File: src/rtl/fetch_stage.sv
// rtl/fetch_stage.sv - instruction fetch stage: PC, imem req/ack, instruction register, stall and branch redirect
// Optional HALT on opcode 4'hF is enabled by defining FETCH_HALT_EN.
module fetch_stage #(
    parameter int ADDR_W  = 8,
    parameter int INSTR_W = 16
) (
    input  logic               clk,
    input  logic               rst_n,
    output logic               imem_req,
    output logic [ADDR_W-1:0]  imem_addr,
    input  logic               imem_ack,
    input  logic [INSTR_W-1:0] imem_rdata,
    input  logic               stall,
    input  logic               branch_taken,
    input  logic [ADDR_W-1:0]  branch_target,
    output logic [INSTR_W-1:0] instr,
    output logic [3:0]         opcode,
    output logic               instr_valid,
    output logic [ADDR_W-1:0]  pc,
    output logic               halted
);

    typedef enum logic [1:0] {
        IDLE  = 2'd0,
        FETCH = 2'd1,
        ISSUE = 2'd2,
        HALT  = 2'd3
    } state_t;

    state_t             state;
    state_t             state_next;
    logic [ADDR_W-1:0]  pc_next;
    logic [INSTR_W-1:0] instr_next;
    logic               redirect;
    logic               is_halt_op;

    assign redirect = branch_taken && (state == FETCH || state == ISSUE);

`ifdef FETCH_HALT_EN
    assign is_halt_op = (instr[INSTR_W-1:INSTR_W-4] == 4'hF);
`else
    assign is_halt_op = 1'b0;
`endif

    always_ff @(posedge clk) begin
        if (!rst_n) begin
            state <= IDLE;
            pc    <= '0;
            instr <= '0;
        end else begin
            state <= state_next;
            pc    <= pc_next;
            instr <= instr_next;
        end
    end

    // Branch wins over ack and stall; a coincident ack's data is dropped.
    always_comb begin
        state_next = state;
        pc_next    = pc;
        instr_next = instr;
        case (state)
            IDLE: state_next = FETCH;
            FETCH: begin
                if (redirect) begin
                    pc_next    = branch_target;
                    state_next = FETCH;
                end else if (imem_ack) begin
                    instr_next = imem_rdata;
                    pc_next    = pc + 1'b1;
                    state_next = ISSUE;
                end
            end
            ISSUE: begin
                if (redirect) begin
                    pc_next    = branch_target;
                    state_next = FETCH;
                end else if (!stall) begin
                    state_next = is_halt_op ? HALT : FETCH;
                end
            end
            HALT: begin
`ifdef FETCH_HALT_EN
                state_next = HALT;
`else
                state_next = IDLE;
`endif
            end
            default: state_next = IDLE;
        endcase
    end

    always_comb begin
        imem_req    = (state == FETCH);
        instr_valid = (state == ISSUE);
`ifdef FETCH_HALT_EN
        halted      = (state == HALT);
`else
        halted      = 1'b0;
`endif
    end

    assign imem_addr = pc;
    assign opcode    = instr[INSTR_W-1:INSTR_W-4];

endmodule
File: config.mk
export PLATFORM = sky130hd
export DESIGN_NAME = fetch_stage
export DESIGN_NICKNAME = d
export VERILOG_FILES = /design/src/rtl/fetch_stage.sv
export SDC_FILE = /design/constraint.sdc
export NUM_CORES = 1
export LEC_CHECK = 0
export ABC_AREA = 1
export CAP_MARGIN = 20
export CORE_MARGIN = 2
export CORE_UTILIZATION = 35
export CTS_CLUSTER_DIAMETER = 80
export DETAILED_ROUTE_END_ITERATION = 16
export PLACE_DENSITY = 0.82
export SYNTH_ARGS = -nofsm -noshare
export SYNTH_HDL_FRONTEND = slang
export SYNTH_SLANG_ARGS = --single-unit
export TNS_END_PERCENT = 10
File: constraint.sdc
create_clock -name clk -period 1.7 [get_ports clk]
set_clock_uncertainty 0.15 [all_clocks]
set_input_delay 0.17 -clock clk [delete_from_list [all_inputs] [get_ports clk]]
set_output_delay 0.17 -clock clk [all_outputs]
set_load 0.02 [all_outputs]
==> results.py, run 1 <==
metrics = {
    "outcome": {
        "status": "complete, no violations",
    },
    "synth": {
        "synth-simple-area-share": 0.190,
        "synth_cell_types": 22,
        "syn_inst": 193,
        "yosysTopAreaCellShare": 0.377,
        "synth_seq_area_share": 0.377,
        "synth.area.top_cells": "dfxtp_1, a21oi_1, o21ai_0",
        "synthAdderAreaFrac": 0.0454,
        "synth_top_family_by_area": "compound AO/OA/AOI/OAI gates",
        "yosys.area.top_type": "dfxtp_1",
        "synth_compound_area_frac": 0.197,
        "ys_ff_latch": 26,
        "syn_nets": 227,
        "synthMuxAreaShare": 0,
        "synth_area_per_cell_sq_um": 7.14,
        "syn_area_sq_um": 1380,
        "ys_warn_count": 0,
        "synthXorXnorAreaFrac": 0.00635,
    },
    "floorplanning": {
        "die_width_um": 66.8,
        "rows": 22,
        "start_util": 0.371,
        "io_pins": 68,
        "dieArea_sq_um": 4460,
        "die_h_um": 66.8,
        "core_sq_um": 3720,
    },
    "sta": {
        "hold_viol_final": 0,
        "finalSetupViolCount": 0,
        "rsz0062_at_grt": "true",
        "post-route-worst-setup-slack_ns": 0.0505,
        "fmax_mhz": 606,
        "holdWs_ns": 0.296,
        "finalMaxSlewViolations": 0,
        "post-route-period-util": 0.970,
        "layout_min_cycle_time_ns": 1.65,
        "fin_tns_setup_ns": 0,
    },
    "critical_path": {
        "r2r_start": "state[0]",
        "critPathTopFamily": "buffers and inverters",
        "path_cells": "clkdlybuf4s50_1",
        "cp_slowest_cell": "clkdlybuf4s50_1",
        "cp_slowest_stage_delay_ns": 0.64,
        "r2r_slack_ns": 0.10,
        "r2r_end": "imem_addr[0]",
        "startpoint_type": "register",
        "cp-end-kind": "output port",
        "rr_worst_depth": 10,
        "worstSetupPathType": "register to output port",
        "crit_path_max_fanout": 6,
        "cp_data_arrival_time_ns": 1.33,
        "crit_required_ns": 1.38,
        "cp_num_buf_inv": 1,
    },
    "grt": {
        "grt_pass1_vias": 1266,
        "grt.total_usage": 0.154,
        "grt_max_degree": 33,
        "antenna_found_initial": 0,
        "overflow": 0,
        "grt_pass1_wl_um": 5330,
    },
    "power_and_ir_drop": {
        "p_total_mw": 3.85,
        "power-per-cell-area_nw_per_um2": 1810,
        "p_leak_nw": 0.959,
        "vdd_ir_drop_max_mv": 0.792,
    },
    "cells_and_area": {
        "final_cell_mix": "clkdlybuf4s50_1, inv_1, a21oi_1",
        "postLayoutCellArea_sq_um": 2130,
        "n_antenna_cell": 0,
        "final_common_cell": "clkdlybuf4s50_1",
        "drive_gt1_frac": 0.0843,
        "nets": 284,
        "area_growth_syn_to_layout_pct": 54.4,
    },
    "place": {
        "place_congestion": 0.838,
        "placed_cell_area_sq_um": 2020,
        "dpl.hpwl_um": 2440,
        "portBuffers": 66,
        "pre_cts_ws_ns": 0.0212,
    },
    "hold_path": {
        "hp-class": "register to register",
        "hp-start": "instr[6]",
        "worstHoldEndpoint": "instr[6]",
        "hold_depth": 2,
    },
    "clocking": {
        "cts_max_level": 1,
        "ctsHoldBuffers": 0,
        "cts_resized": 2,
        "cts_setup_buffers": 0,
        "clk_latency_ns": 0.26,
        "tritoncts": "done",
        "clock_sinks": 26,
        "root_buffer": "clkbuf_8",
        "clkTransAtPathRegs_ns": 0.09,
        "cts_made_buffers": 3,
        "clk_path_buf_depth": 2,
    },
    "drt": {
        "num_vias": 1323,
        "ant_nets": 0,
        "drc": 0,
        "routed_wl_um": 3210,
        "dr.pass1.iters": 4,
        "drtIter0Drc": 62,
        "routedWlPerCell_um": 10.8,
        "viasPerCell": 4.45,
    },
    "run": {
        "maxCapViolCount": 0,
    },
}
==> logic make-up (layout without fill, tap and decap cells) <==
kind of cell	after synthesis	after routing
AOI/OAI and AO/OA	53	53
xor gates and xnor gates	1	1
adders and majority gates	5	5
buffers and inverters	49	105
DFF	26	26
other	1	1
and+or+nand+nor	58	58
==> Yosys cell counts, drive strengths merged <==
library cell / count
inv: 29
nand2: 28
a21oi: 27
dfxtp: 26
o21ai: 25
nor2: 17
buf: 16
nand3: 11
ha: 5
clkbuf: 4
conb: 1
nand3b: 1
o21bai: 1
or2: 1
xnor2: 1
==> worst max path at each step <==
stage                         endpoint    startpoint  slack (ns)  depth (start not counted)
after floorplan           imem_addr[5]      state[0]        0.08                          9
after global placement    imem_addr[0]  branch_taken        0.08                          7
after detailed placement  imem_addr[0]      state[0]        0.02                          9
after CTS                 imem_addr[0]      state[0]       0.008                          9
after global routing      imem_addr[3]      state[0]       -0.03                         10
final                            pc[6]  imem_addr[6]        0.05                          1
==> where the power goes <==
part / leakage (nW) / internal, mW / switching, mW
sequential: 0.213 / 0.833 / 0.199
clock: 0.0357 / 0.315 / 0.198
combinational: 0.710 / 1.05 / 1.26
==> registers in the layout (all words and copies together) (netlist names) <==
name	cells
imem_addr	8
instr	16
state	2
==> cell type report <==
class,count,area (sq um)
clock inverter,1,30.0
inverter,29,109
multi-input combinational,118,627
fill,357,1590
tap,48,60.1
timing repair buffer,72,739
clock buffer,3,41.3
sequential,26,522
==> metrics by stage <==
stage	cells	util
2_1_floorplan	193	-
3_3_place_gp	293	0.542
3_5_place_dp	293	0.542
4_1_cts	297	0.561
5_1_grt	297	0.573
6_report	297	0.573
==> per-layer routing <==
| layer | GRT usage | share of wire |
|---|---|---|
| met3 | 0.0405 | 0.065 |
| met2 | 0.258 | 0.46 |
| met1 | 0.193 | 0.47 |
| met5 | 0 | 0 |
| met4 | 0.0459 | 0.0056 |
Note: power is estimated with default switching activity, not from simulation.
==> run 2, diff against run 1 <==
ABC_AREA = not set   (was 1)
PLACE_DENSITY = 0.83   (was 0.82)
==> run 2 against run 1 <==
Setup slack lost 0.041 ns. First-iteration DRC count increased by 6.5%. Highest routed layer unchanged. Sequential power fell by 21%. Wire length rose by 13%. Largest power group unchanged. Largest cell class unchanged. Design area grew 5.2%. Total power shrank 22%.
==> results.py, run 2 <==
metrics = {
    "floorplanning": {
        "die_width_um": 64.9,
        "rows": 22,
        "core_sq_um": 3610,
        "die_h_um": 64.9,
        "io_pins": 68,
        "start_util": 0.360,
        "dieArea_sq_um": 4210,
    },
    "place": {
        "dpl.hpwl_um": 2620,
        "portBuffers": 66,
        "place_congestion": 0.890,
        "pre_cts_ws_ns": -0.124,
        "placed_cell_area_sq_um": 2040,
    },
    "synth": {
        "synth.most_common_cell": "nand2_1",
        "syn_nets": 201,
        "synth_compound_area_frac": 0.213,
        "synth-simple-area-share": 0.224,
        "synth_seq_area_share": 0.401,
        "yosysTopAreaCellShare": 0.401,
        "synth-edff-count": 0,
        "synth_top_family_by_area": "simple AND/OR/NAND/NOR gates",
        "syn_area_sq_um": 1300,
        "synth_area_per_cell_sq_um": 7.77,
        "ys_warn_count": 0,
        "syn_inst": 167,
        "synth_cell_types": 31,
        "synth_commonest_cells": "nand2_1, dfxtp_1, a21oi_1",
        "synth.area.top_cells": "dfxtp_1, nand2_1, a21oi_1",
        "ys_ff_latch": 26,
        "synthXorXnorAreaFrac": 0,
        "yosys.area.top_type": "dfxtp_1",
        "synthArstFlopShare": 0,
        "synthMuxAreaShare": 0,
        "synthAdderAreaFrac": 0.0482,
        "ys.flop_type": "dfxtp_1",
    },
    "cells_and_area": {
        "largest_reg_flops": 16,
        "final_cell_mix": "clkdlybuf4s50_1, nand2_1, dfxtp_1",
        "regArea_sq_um": 523,
        "nets": 272,
        "final_common_cell": "clkdlybuf4s50_1",
        "area_growth_syn_to_layout_pct": 72.6,
        "fillCellCount": 319,
        "regMostFlops": "instr",
        "finish.utilization": 0.621,
        "multi_input_area_sq_um": 734,
        "postLayoutCellArea_sq_um": 2240,
        "n_antenna_cell": 0,
        "drive_gt1_frac": 0.203,
    },
    "drt": {
        "wl_met1_um": 1560,
        "drc": 0,
        "wl_met2_um": 1860,
        "highest_layer": "met4",
        "dr.pass1.iters": 4,
        "routedWlPerCell_um": 12.8,
        "ant_nets": 0,
        "drtIter0Drc": 66,
        "routed_wl_um": 3640,
        "viasPerCell": 4.95,
        "met3_length_um": 205,
        "num_vias": 1412,
    },
    "clocking": {
        "clock_sinks": 26,
        "cts_made_buffers": 3,
        "root_buffer": "clkbuf_8",
        "clkTransAtPathRegs_ns": 0.09,
        "tritoncts": "done",
        "cts_max_level": 1,
        "clk_latency_ns": 0.27,
        "ctsHoldBuffers": 0,
        "clk_path_buf_depth": 2,
    },
    "sta": {
        "holdWs_ns": 0.289,
        "rsz0062_at_grt": "true",
        "finalMaxSlewViolations": 0,
        "hold_viol_final": 0,
        "fmax_mhz": 592,
        "post-route-worst-setup-slack_ns": 0.00973,
        "layout_min_cycle_time_ns": 1.69,
        "finalSetupViolCount": 0,
        "post-route-period-util": 0.994,
    },
    "grt": {
        "grt_max_degree": 17,
        "grt_pass1_vias": 1261,
        "grt.total_usage": 0.171,
        "antenna_found_initial": 0,
        "overflow": 0,
        "grt_pass1_wl_um": 5780,
    },
    "critical_path": {
        "cp_num_buf_inv": 2,
        "crit_required_ns": 1.72,
        "critPathTopFamily": "compound AO/OA/AOI/OAI gates",
        "crit_path_max_fanout": 7,
        "startpoint_type": "register",
        "worstSetupPathType": "register to register",
        "crit_path_frequent_cell": "o21ai_2",
        "cp_slowest_stage_delay_ns": 0.35,
        "cp-end-kind": "register",
        "cp_data_arrival_time_ns": 1.71,
        "path_cells": "inv_2, ha_4, and2b_4, buf_6, o21ai_2, o21ai_2, o221a_2",
        "cp_slowest_cell": "dfxtp_2",
    },
    "power_and_ir_drop": {
        "vdd_ir_drop_max_mv": 0.721,
        "power-per-cell-area_nw_per_um2": 1330,
        "p_leak_nw": 0.959,
        "p_total_mw": 2.99,
    },
    "hold_path": {
        "hp-class": "primary input to register",
    },
    "outcome": {
        "status": "complete, no violations",
    },
    "run": {
        "maxCapViolCount": 0,
    },
}
run 2: stage by stage:
step                      setup TNS [ns]  instances
final                                  0        285
after global routing              -0.516        285
after CTS                         -0.138        284
after detailed placement           -2.03        280
after global placement            -0.792        280
after floorplan                  -0.0175        167
run 2: final cells by class:
| cell class | count | share of cell area |
|---|---|---|
| Sequential cell | 26 | 0.234 |
| Clock buffer | 3 | 0.0184 |
| Timing Repair Buffer | 86 | 0.375 |
| Multi-Input combinational cell | 118 | 0.328 |
| Inverter | 3 | 0.00503 |
| Tap cell | 48 | 0.0268 |
| Clock inverter | 1 | 0.0134 |
run 2: what timing repair did:
action	CTS	global route
pin swaps	2	2
endpoints found under the setup margin	28	35
gates resized for setup	9	29
gates cloned	0	0
setup buffers	0	1
run 2: layer usage:
layer	vias to the layer above	track usage
met3	4	0.0295
met4	0	0.0426
met2	54	0.293
met1	654	0.222
li1	700	-
met5	-	0
run 2: kinds of logic after synthesis:
| logic type | Yosys count |
|---|---|
| AO/OA/AOI/OAI | 47 |
| adder cells (fa/ha/maj) | 5 |
| buffers and inverters | 23 |
| flip-flops | 26 |
| other | 1 |
| AND/OR/NAND/NOR | 65 |
run 2: worst paths after layout:
| check | from | end | slack, ns | cells past startpoint |
|---|---|---|---|---|
| max reg2reg | state[0] | imem_addr[4] | 0.01 | 7 |
| max | state[0] | imem_addr[4] | 0.01 | 7 |
| min reg2reg | instr[0] | instr[0] | 0.31 | 2 |
| min | imem_rdata[4] | instr[4] | 0.29 | 3 |
run 2: worst reg2reg max path: stages (launching register included):
cell     delay, ns
dfxtp_2       0.35
inv_2         0.05
ha_4          0.26
and2b_4       0.22
buf_6         0.14
o21ai_2       0.12
o21ai_2       0.07
o221a_2       0.23
run 2: power by group:
group          leakage (nW)  switching (mW)  internal [mW]
clock network        0.0357           0.197          0.315
logic                 0.710           0.841          0.820
registers             0.212          0.0917          0.723
==> run 3, diff against run 2 <==
SLEW_MARGIN = 20   (was not set)
==> results of run 3 <==
Final layout, timing and power as in run 2 (identical DEF).
